--- src/rtl/lzd_norm_sched_pkg.sv ---
// Shared types and constants for the shared leading-zero-count / normalize unit.
package lzd_norm_pkg;

    typedef enum logic [1:0] {
        ST_IDLE = 2'd0,
        ST_SCAN = 2'd1,
        ST_DONE = 2'd2
    } state_e;

    localparam int W_DEF     = 48;
    localparam int CHUNK_DEF = 8;

    function automatic int lzw_f(input int w);
        return $clog2(w + 1);
    endfunction

endpackage

--- src/rtl/lzd_norm_sched_if.sv ---
// Request/response bundle between the two requesters and the normalize unit.
interface lzd_norm_sched_if
    import lzd_norm_pkg::*;
#(
    parameter int W   = W_DEF,
    parameter int LZW = lzw_f(W)
);
    logic           req0_valid;
    logic           req0_ready;
    logic [W-1:0]   req0_data;
    logic           req1_valid;
    logic           req1_ready;
    logic [W-1:0]   req1_data;
    logic           resp_valid;
    logic           resp_ready;
    logic           resp_id;
    logic [LZW-1:0] resp_lzc;
    logic [W-1:0]   resp_norm;
    logic           resp_zero;

    modport master (
        output req0_valid, req0_data, req1_valid, req1_data, resp_ready,
        input  req0_ready, req1_ready, resp_valid, resp_id, resp_lzc, resp_norm, resp_zero
    );

    modport slave (
        input  req0_valid, req0_data, req1_valid, req1_data, resp_ready,
        output req0_ready, req1_ready, resp_valid, resp_id, resp_lzc, resp_norm, resp_zero
    );
endinterface

--- src/rtl/lzd_norm_sched_chunk.sv ---
// Combinational leading-zero detector for one CHUNK-bit slice, built as a tree of 2-bit LZD cells.
module lzd_chunk #(
    parameter int CHUNK = 8,
    parameter int ZW    = $clog2(CHUNK)
) (
    input  logic [CHUNK-1:0] data_i,
    output logic             v_o,
    output logic [ZW-1:0]    z_o
);

    // Level 0 holds the raw bits MSB-first; each higher level merges pairs (upper, lower).
    for (genvar l = 0; l <= ZW; l++) begin : g_lvl
        localparam int N = CHUNK >> l;
        logic [N-1:0]         v;
        logic [N-1:0][ZW-1:0] p;

        if (l == 0) begin : g_leaf
            for (genvar i = 0; i < N; i++) begin : g_bit
                assign v[i] = data_i[CHUNK-1-i];
                assign p[i] = '0;
            end
        end else begin : g_node
            for (genvar i = 0; i < N; i++) begin : g_cell
                assign v[i] = g_lvl[l-1].v[2*i] | g_lvl[l-1].v[2*i+1];
                assign p[i] = g_lvl[l-1].v[2*i] ? g_lvl[l-1].p[2*i]
                                                : (g_lvl[l-1].p[2*i+1] | ZW'(1 << (l-1)));
            end
        end
    end

    assign v_o = g_lvl[ZW].v[0];
    assign z_o = g_lvl[ZW].p[0];

endmodule

--- src/rtl/lzd_norm_sched.sv ---
// Round-robin shared LZC/normalize unit: scans one chunk per cycle, answers over valid/ready.
//   state   | meaning
//   IDLE    | arbitrate and accept one request
//   SCAN    | examine top chunk of shreg, shift on all-zero chunk
//   DONE    | hold response until resp_ready
module lzd_norm_sched
    import lzd_norm_pkg::*;
#(
    parameter int W     = W_DEF,
    parameter int CHUNK = CHUNK_DEF,
    parameter int LZW   = lzw_f(W)
) (
    input  logic clk,
    input  logic rst_n,
    lzd_norm_sched_if.slave bus
);

    localparam int              ZW       = $clog2(CHUNK);
    localparam logic [LZW-1:0]  LAST_CNT = LZW'(W - CHUNK);
    localparam logic [LZW-1:0]  W_CNT    = LZW'(W);
    localparam logic [LZW-1:0]  CHUNK_CNT = LZW'(CHUNK);

    state_e          state_q, state_d;
    logic            rr_q, rr_d;
    logic [W-1:0]    shreg_q, shreg_d;
    logic [LZW-1:0]  cnt_q, cnt_d;
    logic            resp_valid_q, resp_valid_d;
    logic            resp_id_q, resp_id_d;
    logic [LZW-1:0]  resp_lzc_q, resp_lzc_d;
    logic [W-1:0]    resp_norm_q, resp_norm_d;
    logic            resp_zero_q, resp_zero_d;

    logic            chunk_v;
    logic [ZW-1:0]   chunk_z;
    logic            gnt1;
    logic            idle;
    logic            accept;

    lzd_chunk #(.CHUNK(CHUNK)) u_chunk (
        .data_i (shreg_q[W-1 -: CHUNK]),
        .v_o    (chunk_v),
        .z_o    (chunk_z)
    );

    // Readies are also gated by rst_n so nothing looks accepted while reset is held.
    assign gnt1   = bus.req1_valid & (~bus.req0_valid | rr_q);
    assign idle   = (state_q == ST_IDLE) & rst_n;
    assign bus.req0_ready = idle & bus.req0_valid & ~gnt1;
    assign bus.req1_ready = idle & gnt1;
    assign accept = bus.req0_ready | bus.req1_ready;

    always_comb begin
        state_d      = state_q;
        rr_d         = rr_q;
        shreg_d      = shreg_q;
        cnt_d        = cnt_q;
        resp_valid_d = resp_valid_q;
        resp_id_d    = resp_id_q;
        resp_lzc_d   = resp_lzc_q;
        resp_norm_d  = resp_norm_q;
        resp_zero_d  = resp_zero_q;

        case (state_q)
            ST_IDLE: begin
                if (accept) begin
                    shreg_d   = gnt1 ? bus.req1_data : bus.req0_data;
                    cnt_d     = '0;
                    resp_id_d = gnt1;
                    rr_d      = ~gnt1;
                    state_d   = ST_SCAN;
                end
            end
            ST_SCAN: begin
                if (chunk_v) begin
                    resp_norm_d  = shreg_q << chunk_z;
                    resp_lzc_d   = cnt_q + LZW'(chunk_z);
                    resp_zero_d  = 1'b0;
                    resp_valid_d = 1'b1;
                    state_d      = ST_DONE;
                end else if (cnt_q == LAST_CNT) begin
                    resp_norm_d  = '0;
                    resp_lzc_d   = W_CNT;
                    resp_zero_d  = 1'b1;
                    resp_valid_d = 1'b1;
                    state_d      = ST_DONE;
                end else begin
                    shreg_d = shreg_q << CHUNK;
                    cnt_d   = cnt_q + CHUNK_CNT;
                end
            end
            ST_DONE: begin
                if (bus.resp_ready) begin
                    resp_valid_d = 1'b0;
                    state_d      = ST_IDLE;
                end
            end
            default: state_d = ST_IDLE;
        endcase
    end

    always_ff @(posedge clk or negedge rst_n) begin
        if (!rst_n) begin
            state_q      <= ST_IDLE;
            rr_q         <= 1'b0;
            shreg_q      <= '0;
            cnt_q        <= '0;
            resp_valid_q <= 1'b0;
            resp_id_q    <= 1'b0;
            resp_lzc_q   <= '0;
            resp_norm_q  <= '0;
            resp_zero_q  <= 1'b0;
        end else begin
            state_q      <= state_d;
            rr_q         <= rr_d;
            shreg_q      <= shreg_d;
            cnt_q        <= cnt_d;
            resp_valid_q <= resp_valid_d;
            resp_id_q    <= resp_id_d;
            resp_lzc_q   <= resp_lzc_d;
            resp_norm_q  <= resp_norm_d;
            resp_zero_q  <= resp_zero_d;
        end
    end

    assign bus.resp_valid = resp_valid_q;
    assign bus.resp_id    = resp_id_q;
    assign bus.resp_lzc   = resp_lzc_q;
    assign bus.resp_norm  = resp_norm_q;
    assign bus.resp_zero  = resp_zero_q;

endmodule

--- src/flat_wrapper.sv ---
// flat-port wrapper written by rule: the top's interface ports become plain ports
module lzd_norm_sched_flat import lzd_norm_pkg::*;
#(
    parameter int W     = W_DEF,
    parameter int CHUNK = CHUNK_DEF,
    parameter int LZW   = lzw_f(W)
)
  (clk, rst_n, bus_req0_valid, bus_req0_data, bus_req1_valid, bus_req1_data, bus_resp_ready, bus_req0_ready, bus_req1_ready, bus_resp_valid, bus_resp_id, bus_resp_lzc, bus_resp_norm, bus_resp_zero);
  lzd_norm_sched_if #(.W(W), .LZW(LZW)) bus_i ();
  input  logic clk;
  input  logic rst_n;
  input wire logic [$bits(bus_i.req0_valid)-1:0] bus_req0_valid;
  input wire logic [$bits(bus_i.req0_data)-1:0] bus_req0_data;
  input wire logic [$bits(bus_i.req1_valid)-1:0] bus_req1_valid;
  input wire logic [$bits(bus_i.req1_data)-1:0] bus_req1_data;
  input wire logic [$bits(bus_i.resp_ready)-1:0] bus_resp_ready;
  output wire logic [$bits(bus_i.req0_ready)-1:0] bus_req0_ready;
  output wire logic [$bits(bus_i.req1_ready)-1:0] bus_req1_ready;
  output wire logic [$bits(bus_i.resp_valid)-1:0] bus_resp_valid;
  output wire logic [$bits(bus_i.resp_id)-1:0] bus_resp_id;
  output wire logic [$bits(bus_i.resp_lzc)-1:0] bus_resp_lzc;
  output wire logic [$bits(bus_i.resp_norm)-1:0] bus_resp_norm;
  output wire logic [$bits(bus_i.resp_zero)-1:0] bus_resp_zero;
  assign bus_i.req0_valid = bus_req0_valid;
  assign bus_i.req0_data = bus_req0_data;
  assign bus_i.req1_valid = bus_req1_valid;
  assign bus_i.req1_data = bus_req1_data;
  assign bus_i.resp_ready = bus_resp_ready;
  assign bus_req0_ready = bus_i.req0_ready;
  assign bus_req1_ready = bus_i.req1_ready;
  assign bus_resp_valid = bus_i.resp_valid;
  assign bus_resp_id = bus_i.resp_id;
  assign bus_resp_lzc = bus_i.resp_lzc;
  assign bus_resp_norm = bus_i.resp_norm;
  assign bus_resp_zero = bus_i.resp_zero;
  lzd_norm_sched #(.W(W), .CHUNK(CHUNK), .LZW(LZW)) u_core (.clk(clk), .rst_n(rst_n), .bus(bus_i));
endmodule
--- config.mk ---
export PLATFORM = sky130hd
export DESIGN_NAME = lzd_norm_sched_flat
export DESIGN_NICKNAME = d
export VERILOG_FILES = /design/src/rtl/lzd_norm_sched_pkg.sv /design/src/rtl/lzd_norm_sched_if.sv /design/src/rtl/lzd_norm_sched_chunk.sv /design/src/rtl/lzd_norm_sched.sv /design/src/flat_wrapper.sv
export SDC_FILE = /design/constraint.sdc
export NUM_CORES = 1
export LEC_CHECK = 0
export BUFFER_PORTS_ARGS = -buffer_cell sky130_fd_sc_hd__buf_2
export CAP_MARGIN = 20
export CORE_MARGIN = 2
export CORE_UTILIZATION = 49
export CTS_CLUSTER_DIAMETER = 200
export DETAILED_ROUTE_END_ITERATION = 7
export PLACE_DENSITY_LB_ADDON = 0.12
export SYNTH_ARGS = -nofsm -noshare
export SYNTH_HDL_FRONTEND = slang
export SYNTH_SLANG_ARGS = --single-unit
--- constraint.sdc ---
create_clock -name clk -period 2.4 [get_ports clk]
set_input_delay 0.36 -clock clk [delete_from_list [all_inputs] [get_ports clk]]
set_output_delay 0.36 -clock clk [all_outputs]
set_load 0.1 [all_outputs]
### Word level (Yosys, flattened, before mapping)

Cells that the tools add are included.

* word-level logic and storage cells: 75
* bits in registers: 114

* equal/unequal tests: 8
* multiplexer cells: 30
* add/subtract/negate cells: 2
* shifts and indexed selects: 1
* reductions and logical operators: 9
* bitwise logic cells: 16

Operators by type and width (count)
* two-way mux 48 bit: 6
* case mux 48 bit (2 select lines): 1
* << shifter 48 x 3 -> 48 bit: 1
* two-way mux 6 bit: 5
* two-way mux 2 bit: 6
* case mux 6 bit (2 select lines): 1
* OR 1 bit: 9
* two-way mux 1 bit: 8
* adder 6 x 3 -> 6 bit: 1
* adder 6 x 4 -> 6 bit (second input constant): 1
* equality test 6 bit (second input constant): 1
* != test 2 bit (second input constant): 3
* case mux 2 bit (3 select lines): 1
* AND reduction 3 bit: 2
* nonzero test 2 bit: 3
* AND 1 bit: 5
* AND reduction 2 bit: 2
* AND reduction 4 bit: 1
* two-way mux 3 bit: 1
* != test 3 x 1 -> 1 bit (second input constant): 1
* equality test 2 x 1 -> 1 bit (second input constant): 1
* equality test 2 bit (second input constant): 1
* logical NOT 2 bit: 1
* != test 2 x 1 -> 1 bit (second input constant): 1
* 2 further kinds: 3

### Depth between registers and ports, before layout

Gate-level depths: netlist of run 1.

* depth in word-level cells: 8
* mapped depth: 10

### Hierarchy

From an unflattened synthesis of run 1, not the netlist that was laid out.

* cell total of the unflattened synthesis: 639
* area total of the unflattened synthesis: 6079.6 um2

By module, submodules not included
* lzd_norm_sched: times used 1, area each 6017.0 um2, seq. area each 2777.7 um2, cells an instance 628
* lzd_chunk: times used 1, area each 62.6 um2, seq. area each 0.0 um2, cells an instance 11

### Worst setup path after synthesis of run 1

No wires, ideal clock.

* path kind: input port to output port
* start: in bus_req0_valid
* end: out bus_req0_ready
* stages: 4
* required time: 2.040 ns
* data arrival time: 2.466 ns
* buffers on the path: 1
* slack: -0.426 ns
* cell sequence: inv_1 -> o21ai_1 -> clkbuf_1 -> nor2b_1

* cells in the longest elaborated chain, start to end: 5
* elaborated cells on any way between the ends: 6
* those cells by class: 6 x bitwise

Ends and longest elaborated chain
* start: declaration: RTL line flat_wrapper.sv:12 `input wire logic [$bits(bus_i.req0_valid)-1:0] bus_req0_valid;`
* inverter 1 bit: RTL line lzd_norm_sched.sv:46 `assign gnt1 = bus.req1_valid & (~bus.req0_valid | rr_q);`
* OR 1 bit: RTL line lzd_norm_sched.sv:46
* AND 1 bit: RTL line lzd_norm_sched.sv:46
* inverter 1 bit: RTL line lzd_norm_sched.sv:48 `assign bus.req0_ready = idle & bus.req0_valid & ~gnt1;`
* AND 1 bit *: RTL line lzd_norm_sched.sv:48
* end: declaration: RTL line flat_wrapper.sv:17 `output wire logic [$bits(bus_i.req0_ready)-1:0] bus_req0_ready;`

Every way passes the cells marked *; elsewhere a longest branch is shown, timed or not.

### Worst setup path after layout of run 1

* start: reg u_core.shreg_q[46]
* end: reg u_core.shreg_q[7]

* cells in the longest elaborated chain, start to end: 5

Ends and longest elaborated chain
* start: declaration: RTL line lzd_norm_sched.sv:25 `logic [W-1:0] shreg_q, shreg_d;`
* start signal: assignment: RTL line lzd_norm_sched.sv:115 `shreg_q <= shreg_d;`
* OR 1 bit (3 in series): RTL line lzd_norm_sched_chunk.sv:24 `assign v[i] = g_lvl[l-1].v[2*i] | g_lvl[l-1].v[2*i+1];`
* != test 2 bit (no line)
* AND reduction 4 bit (no line)

No other way between the ends.
A chain may end at the register's enable or synchronous reset.

==> results of run 1 <==
[registers in the layout, indices dropped and copies added (netlist names)]
| signal | count |
|---|---|
| u_core.bus.resp_id | 1 |
| u_core.rr_q | 1 |
| u_core.bus.resp_norm | 48 |
| u_core.cnt_q | 3 |
| u_core.bus.resp_zero | 1 |
| u_core.state_q | 2 |
| u_core.bus.resp_valid | 1 |
| u_core.bus.resp_lzc | 6 |
| u_core.shreg_q | 48 |
[placed cells by master (no fill, tap or decap), types with 2 or more instances in the layout]
| cell | n |
|---|---|
| and3_1 | 4 |
| nor2_2 | 3 |
| clkbuf_8 | 2 |
| dfrtp_1 | 109 |
| a31oi_1 | 3 |
| dfrtp_2 | 2 |
| nand2_1 | 78 |
| buf_2 | 157 |
| a222oi_1 | 23 |
| nand3_1 | 22 |
| clkbuf_16 | 12 |
| inv_1 | 35 |
| o21ai_0 | 55 |
| a21oi_1 | 48 |
| a211oi_1 | 2 |
| a21o_1 | 4 |
| nand2b_1 | 2 |
| o21ai_1 | 3 |
| o211ai_1 | 4 |
| nand4_1 | 7 |
| o31ai_2 | 8 |
| mux2i_1 | 64 |
| mux4_2 | 29 |
| buf_12 | 10 |
| a22o_1 | 7 |
| nor2_1 | 50 |
| a221o_1 | 14 |
| buf_6 | 2 |
| mux2_2 | 2 |
| and2_1 | 6 |
| nor3_1 | 3 |
| buf_4 | 33 |
| ha_1 | 5 |
[worst reg2reg max path: stages (launching register included)]
cell     delay, ns
dfrtp_2       0.45
or4_4         0.55
or2_4         0.27
a211o_1       0.31
a22o_4        0.28
buf_12        0.18
nand2_1       0.12
o31ai_4       0.07
[worst paths after layout]
path	depth (start not counted)	end	slack, ns
worst max-delay path	7	u_core.shreg_q[7]	0.06
worst min-delay path	4	u_core.bus.resp_valid	0.34
worst max register to register	7	u_core.shreg_q[7]	0.06
worst min register to register	2	u_core.bus.resp_norm[46]	0.47
max in group asynchronous	3	u_core.shreg_q[45]	1.08
min in group asynchronous	2	u_core.bus.resp_valid	0.39
[cells by family after synthesis]
logic type / count (synthesis) / share of synthesized area
xor+xnor: 2 / 0.002631
buf+inv: 90 / 0.05861
fa+ha+maj: 6 / 0.01127
mux: 95 / 0.1976
simple gates: 184 / 0.1221
compound gates: 185 / 0.1901
flops: 111 / 0.4171
other cells: 1 / 0.0005631
[layer usage]
metal | track usage | part of all wire
met1 | 0.3806 | 0.45
met2 | 0.3817 | 0.45
met3 | 0.03915 | 0.080
met4 | 0.08721 | 0.016
met5 | 0 | 0
[repair_timing]
| action | 4_1_cts | 5_1_grt |
|---|---|---|
| endpoints found under the hold margin | 7 | 0 |
| resized for setup | 0 | 11 |
| hold buffers | 1 | 0 |
| setup buffers | 0 | 6 |
| endpoints found under the setup margin | 0 | 40 |
[layout make-up]
type,count,area [um2],share of cell area
Sequential cell,111,2780,0.3336
Inverter,35,131.4,0.01577
Clock buffer,12,256.5,0.03078
Multi-Input combinational cell,473,3561,0.4273
Tap cell,176,220.2,0.02643
Timing Repair Buffer,206,1341,0.1610
Clock inverter,3,42.54,0.005105
[stage by stage]
step	area (um2)	util	setup WS (ns)
final	8333	0.6293	0.05849
after global routing	8333	0.6293	-0.01830
after CTS	8170	0.6170	0.03211
after detailed placement	7861	0.5936	0.04450
after global placement	7861	0.5936	0.1087
after floorplan	6734	-	-0.04065
==> out/metrics.cfg, run 1 <==
[finish]
nets = 943
diodes = 0
n_fill_cell = 1140
drive_gt1_frac = 0.3274
finalNonFillerCells = 1016
areaGrowthSynthToFinish_pct = 25.12

[logic_synthesis]
synth.most_common_cell = dfrtp_1
synthTopCellsByArea = dfrtp_1, mux4_2, mux2i_1
ys_types = 50
ys_top_cells_by_count = dfrtp_1, nand2_1, mux2i_1
netlist.area_leader.share = 0.4171
synth_cells = 674
synth_top_cell_by_area = dfrtp_1
synth_nets = 781
netlist_area_um2 = 6660
yosys_warnings = 0
synth_seq_area_share = 0.4171
ys_seq_elements = 111
ys.flop_type = dfrtp_1
syn_avg_cell_area_um2 = 9.882
synth_edf_count = 0
async_flop_share = 1.000

[setup_path]
path_class = reg2reg
path_cells = or4_4 -> or2_4 -> a211o_1 -> a22o_4 -> buf_12 -> nand2_1 -> o31ai_4
critPathMaxFanout = 27
worstPathArrival_ns = 2.56
critPathBufInv = 1
crit_start = u_core.shreg_q[46]
cp.required_ns = 2.62
r2r-start = u_core.shreg_q[46]
crit_path_end_kind = flop
crit_family = simple AND/OR/NAND/NOR gates
worst_path_max_delay_cell = or4_4
cp-start-kind = flop
slowest_delay_ns = 0.55

[place]
dp.cells = 991
port_buffers = 159
place_hpwl_um = 13560
place.gp.congestion = 0.8647

[drt]
vias = 5976
wirelength_um = 18310
vias_per_cell = 5.882
ant_nets = 0
first_iter_violations = 562
drc = 0
drt_first_pass_iters = 6
wl_per_cell_um = 18.02

[floorplanning]
io_pins = 160
initial_utilization = 0.5029
die_h_um = 120.6
die_area_um2 = 14540
chipWidth_um = 120.6
core_um2 = 13240
num_rows = 42

[timing]
worst_pin_slew_ns = 0.8430
relSlewSlack = 0.4380
setup_viol = 0
fin_crit_ns = 2.342
fin_setup_tns_ns = 0
fin_skew_ns = 0.007001
hold_ws_ns = 0.3411
drv_slew = 0
period_share = 0.9756
rsz0062_at_grt = yes
fmax_mhz = 427.1
hold_viol_final = 0

[cts]
numCtsBuffers = 9
cts-htree-levels = 3
insertion_delay_ns = 0.36
cts_tree = done
ctsLongestPathBuffers = 2
clock_sinks = 111
cts_root_buf = clkbuf_16
clkTransAtPathRegs_ns = 0.07

[outcome]
status = complete, no violations

[grt]
grt_start_max_net_pins = 88
grt.overflow.total = 0
grt_pass1_wl_um = 29010
grt_usage = 0.2554
grt_pass1_vias = 5585
antenna_found_initial = 0

[run]
cap_violations = 0

[worst_hold_path]
min-delay-start = bus_resp_ready
hp-class = in2reg

Power of run 1 is left out: the tool's default activity adds up to more than one toggle a clock period on the data nets, which glitch-free logic cannot reach.
==> inputs of run 2 (changes only) <==
--- a/config.mk
+++ b/config.mk
@@ -8,10 +8,11 @@
 export BUFFER_PORTS_ARGS = -buffer_cell sky130_fd_sc_hd__buf_2
 export CAP_MARGIN = 20
 export CORE_MARGIN = 2
-export CORE_UTILIZATION = 49
+export CORE_UTILIZATION = 45
 export CTS_CLUSTER_DIAMETER = 200
 export DETAILED_ROUTE_END_ITERATION = 7
 export PLACE_DENSITY_LB_ADDON = 0.12
+export REMOVE_ABC_BUFFERS = 1
 export SYNTH_ARGS = -nofsm -noshare
 export SYNTH_HDL_FRONTEND = slang
 export SYNTH_SLANG_ARGS = --single-unit
==> run 2 against run 1 <==
Die area grew 8.6%. Register-to-register slack lost 0.02 ns. Core utilization shrank 4.0 points. Design area grew 2.3%. Routed wire length grew 7.1%. Via count grew 2.2%. Sequential cell count is the same. Setup slack lost 0.024 ns. Largest cell class unchanged.
==> out/metrics.cfg, run 2 (synthesis results as in run 1) <==
[grt]
antenna_found_initial = 0
grt.overflow.total = 0
grt_usage = 0.2371
grt_start_max_net_pins = 70
grt_pass1_wl_um = 30040
grt_pass1_vias = 5659

[finish]
final_cell_mix = buf_2, dfrtp_1, nand2_1
final_area_um2 = 8526
areaGrowthSynthToFinish_pct = 28.01
finalNonFillerCells = 1035
nets = 954
final_common_cell = buf_2
diodes = 0
drive_gt1_frac = 0.3431

[setup_path]
cp.required_ns = 2.67
r2r_cells = 6
cp-start-kind = flop
critPathMaxFanout = 7
crit_path_end_kind = flop
r2r-start = u_core.shreg_q[46]
r2r_slack_ns = 0.03
path_class = reg2reg
worstPathArrival_ns = 2.64
rr_endpoint = u_core.shreg_q[3]

[cts]
cts_tree = done
cts-htree-levels = 3
ctsLongestPathBuffers = 2
numCtsBuffers = 9
clkTransAtPathRegs_ns = 0.07
cts_root_buf = clkbuf_16
clock_sinks = 111
insertion_delay_ns = 0.36
holdBufCountCts = 0

[drt]
ant_nets = 0
drc = 0
vias_per_cell = 5.900
vias = 6106
drt_first_pass_iters = 6
wirelength_um = 19600
wl_per_cell_um = 18.94
first_iter_violations = 523

[timing]
drv_slew = 0
fin_crit_ns = 2.365
fmax_mhz = 422.8
rsz0062_at_grt = yes
fin_skew_ns = 0.004560
period_share = 0.9856
hold_viol_final = 0
worst_pin_slew_ns = 0.9102
relSlewSlack = 0.3932
setup_viol = 0

[floorplanning]
chipWidth_um = 125.7
die_h_um = 125.7
die_area_um2 = 15790
core_um2 = 14480
initial_utilization = 0.4600
num_rows = 44
io_pins = 160

[place]
dpl_cell_area_um2 = 7905
port_buffers = 159
place.gp.congestion = 0.8769
place_hpwl_um = 13490
dp.cells = 1002

[run]
cap_violations = 0

[worst_hold_path]
hp-class = in2async

[outcome]
status = complete, no violations

==> run 2: worst max path at each step <==
stage | slack [ns] | to | depth (start not counted) | from
after floorplan | -3.48 | u_core.bus.resp_id | 4 | bus_req0_valid
after global placement | 0.005 | u_core.bus.resp_norm[15] | 7 | u_core.shreg_q[46]
after detailed placement | -0.04 | u_core.bus.resp_norm[15] | 7 | u_core.shreg_q[41]
after CTS | 0.0007 | u_core.shreg_q[2] | 6 | u_core.shreg_q[46]
after global routing | -0.05 | u_core.shreg_q[10] | 7 | u_core.shreg_q[41]
final | 0.03 | u_core.shreg_q[3] | 6 | u_core.shreg_q[46]
==> run 2: cell type report <==
| type | count | area [um2] |
|---|---|---|
| clock buffers | 11 | 232.7 |
| well taps | 184 | 230.2 |
| clock inverters | 4 | 47.55 |
| fillers | 1285 | 5953 |
| inverters | 35 | 131.4 |
| flip-flops and latches | 111 | 2783 |
| multi-input cells | 474 | 3611 |
| repair buffers | 216 | 1490 |
==> run 2: metal layers <==
layer	vias to the layer above	GRT usage	wire length, um	part of all wire
met5	-	0	0	0
met1	2971	0.3370	8274	0.42
met4	0	0.06013	246	0.013
met2	262	0.3717	9599	0.49
li1	2844	-	-	-
met3	29	0.05310	1483	0.076
==> run 2: worst max-delay path, stage by stage, from the launching register on <==
cell	delay, ns
dfrtp_2	0.45
or4_4	0.54
or2_4	0.27
a211o_4	0.30
a22o_4	0.32
clkbuf_16	0.19
o31ai_2	0.21
==> run 2: per-stage QoR <==
| stage | hold WS, ns | setup slack (ns) | setup TNS [ns] | utilization |
|---|---|---|---|---|
| after global placement | 0.4526 | 0.004648 | 0 | 0.5460 |
| after global routing | 0.1854 | -0.05254 | -0.1689 | 0.5888 |
| after floorplan | 0.06441 | -3.475 | -252.64 | - |
| final | 0.1155 | 0.03460 | 0 | 0.5888 |
| after CTS | 0.1377 | 0.0007272 | 0 | 0.5685 |
| after detailed placement | 0.4635 | -0.04279 | -0.1622 | 0.5460 |
==> run 2: repair_timing <==
action	4_1_cts	5_1_grt
endpoints found under the setup margin	24	64
hold endpoints to repair	0	0
pin swaps	1	11
setup buffers	3	7
gates cloned	0	9
gates resized for setup	2	40
Power of run 2 is left out for the same reason.
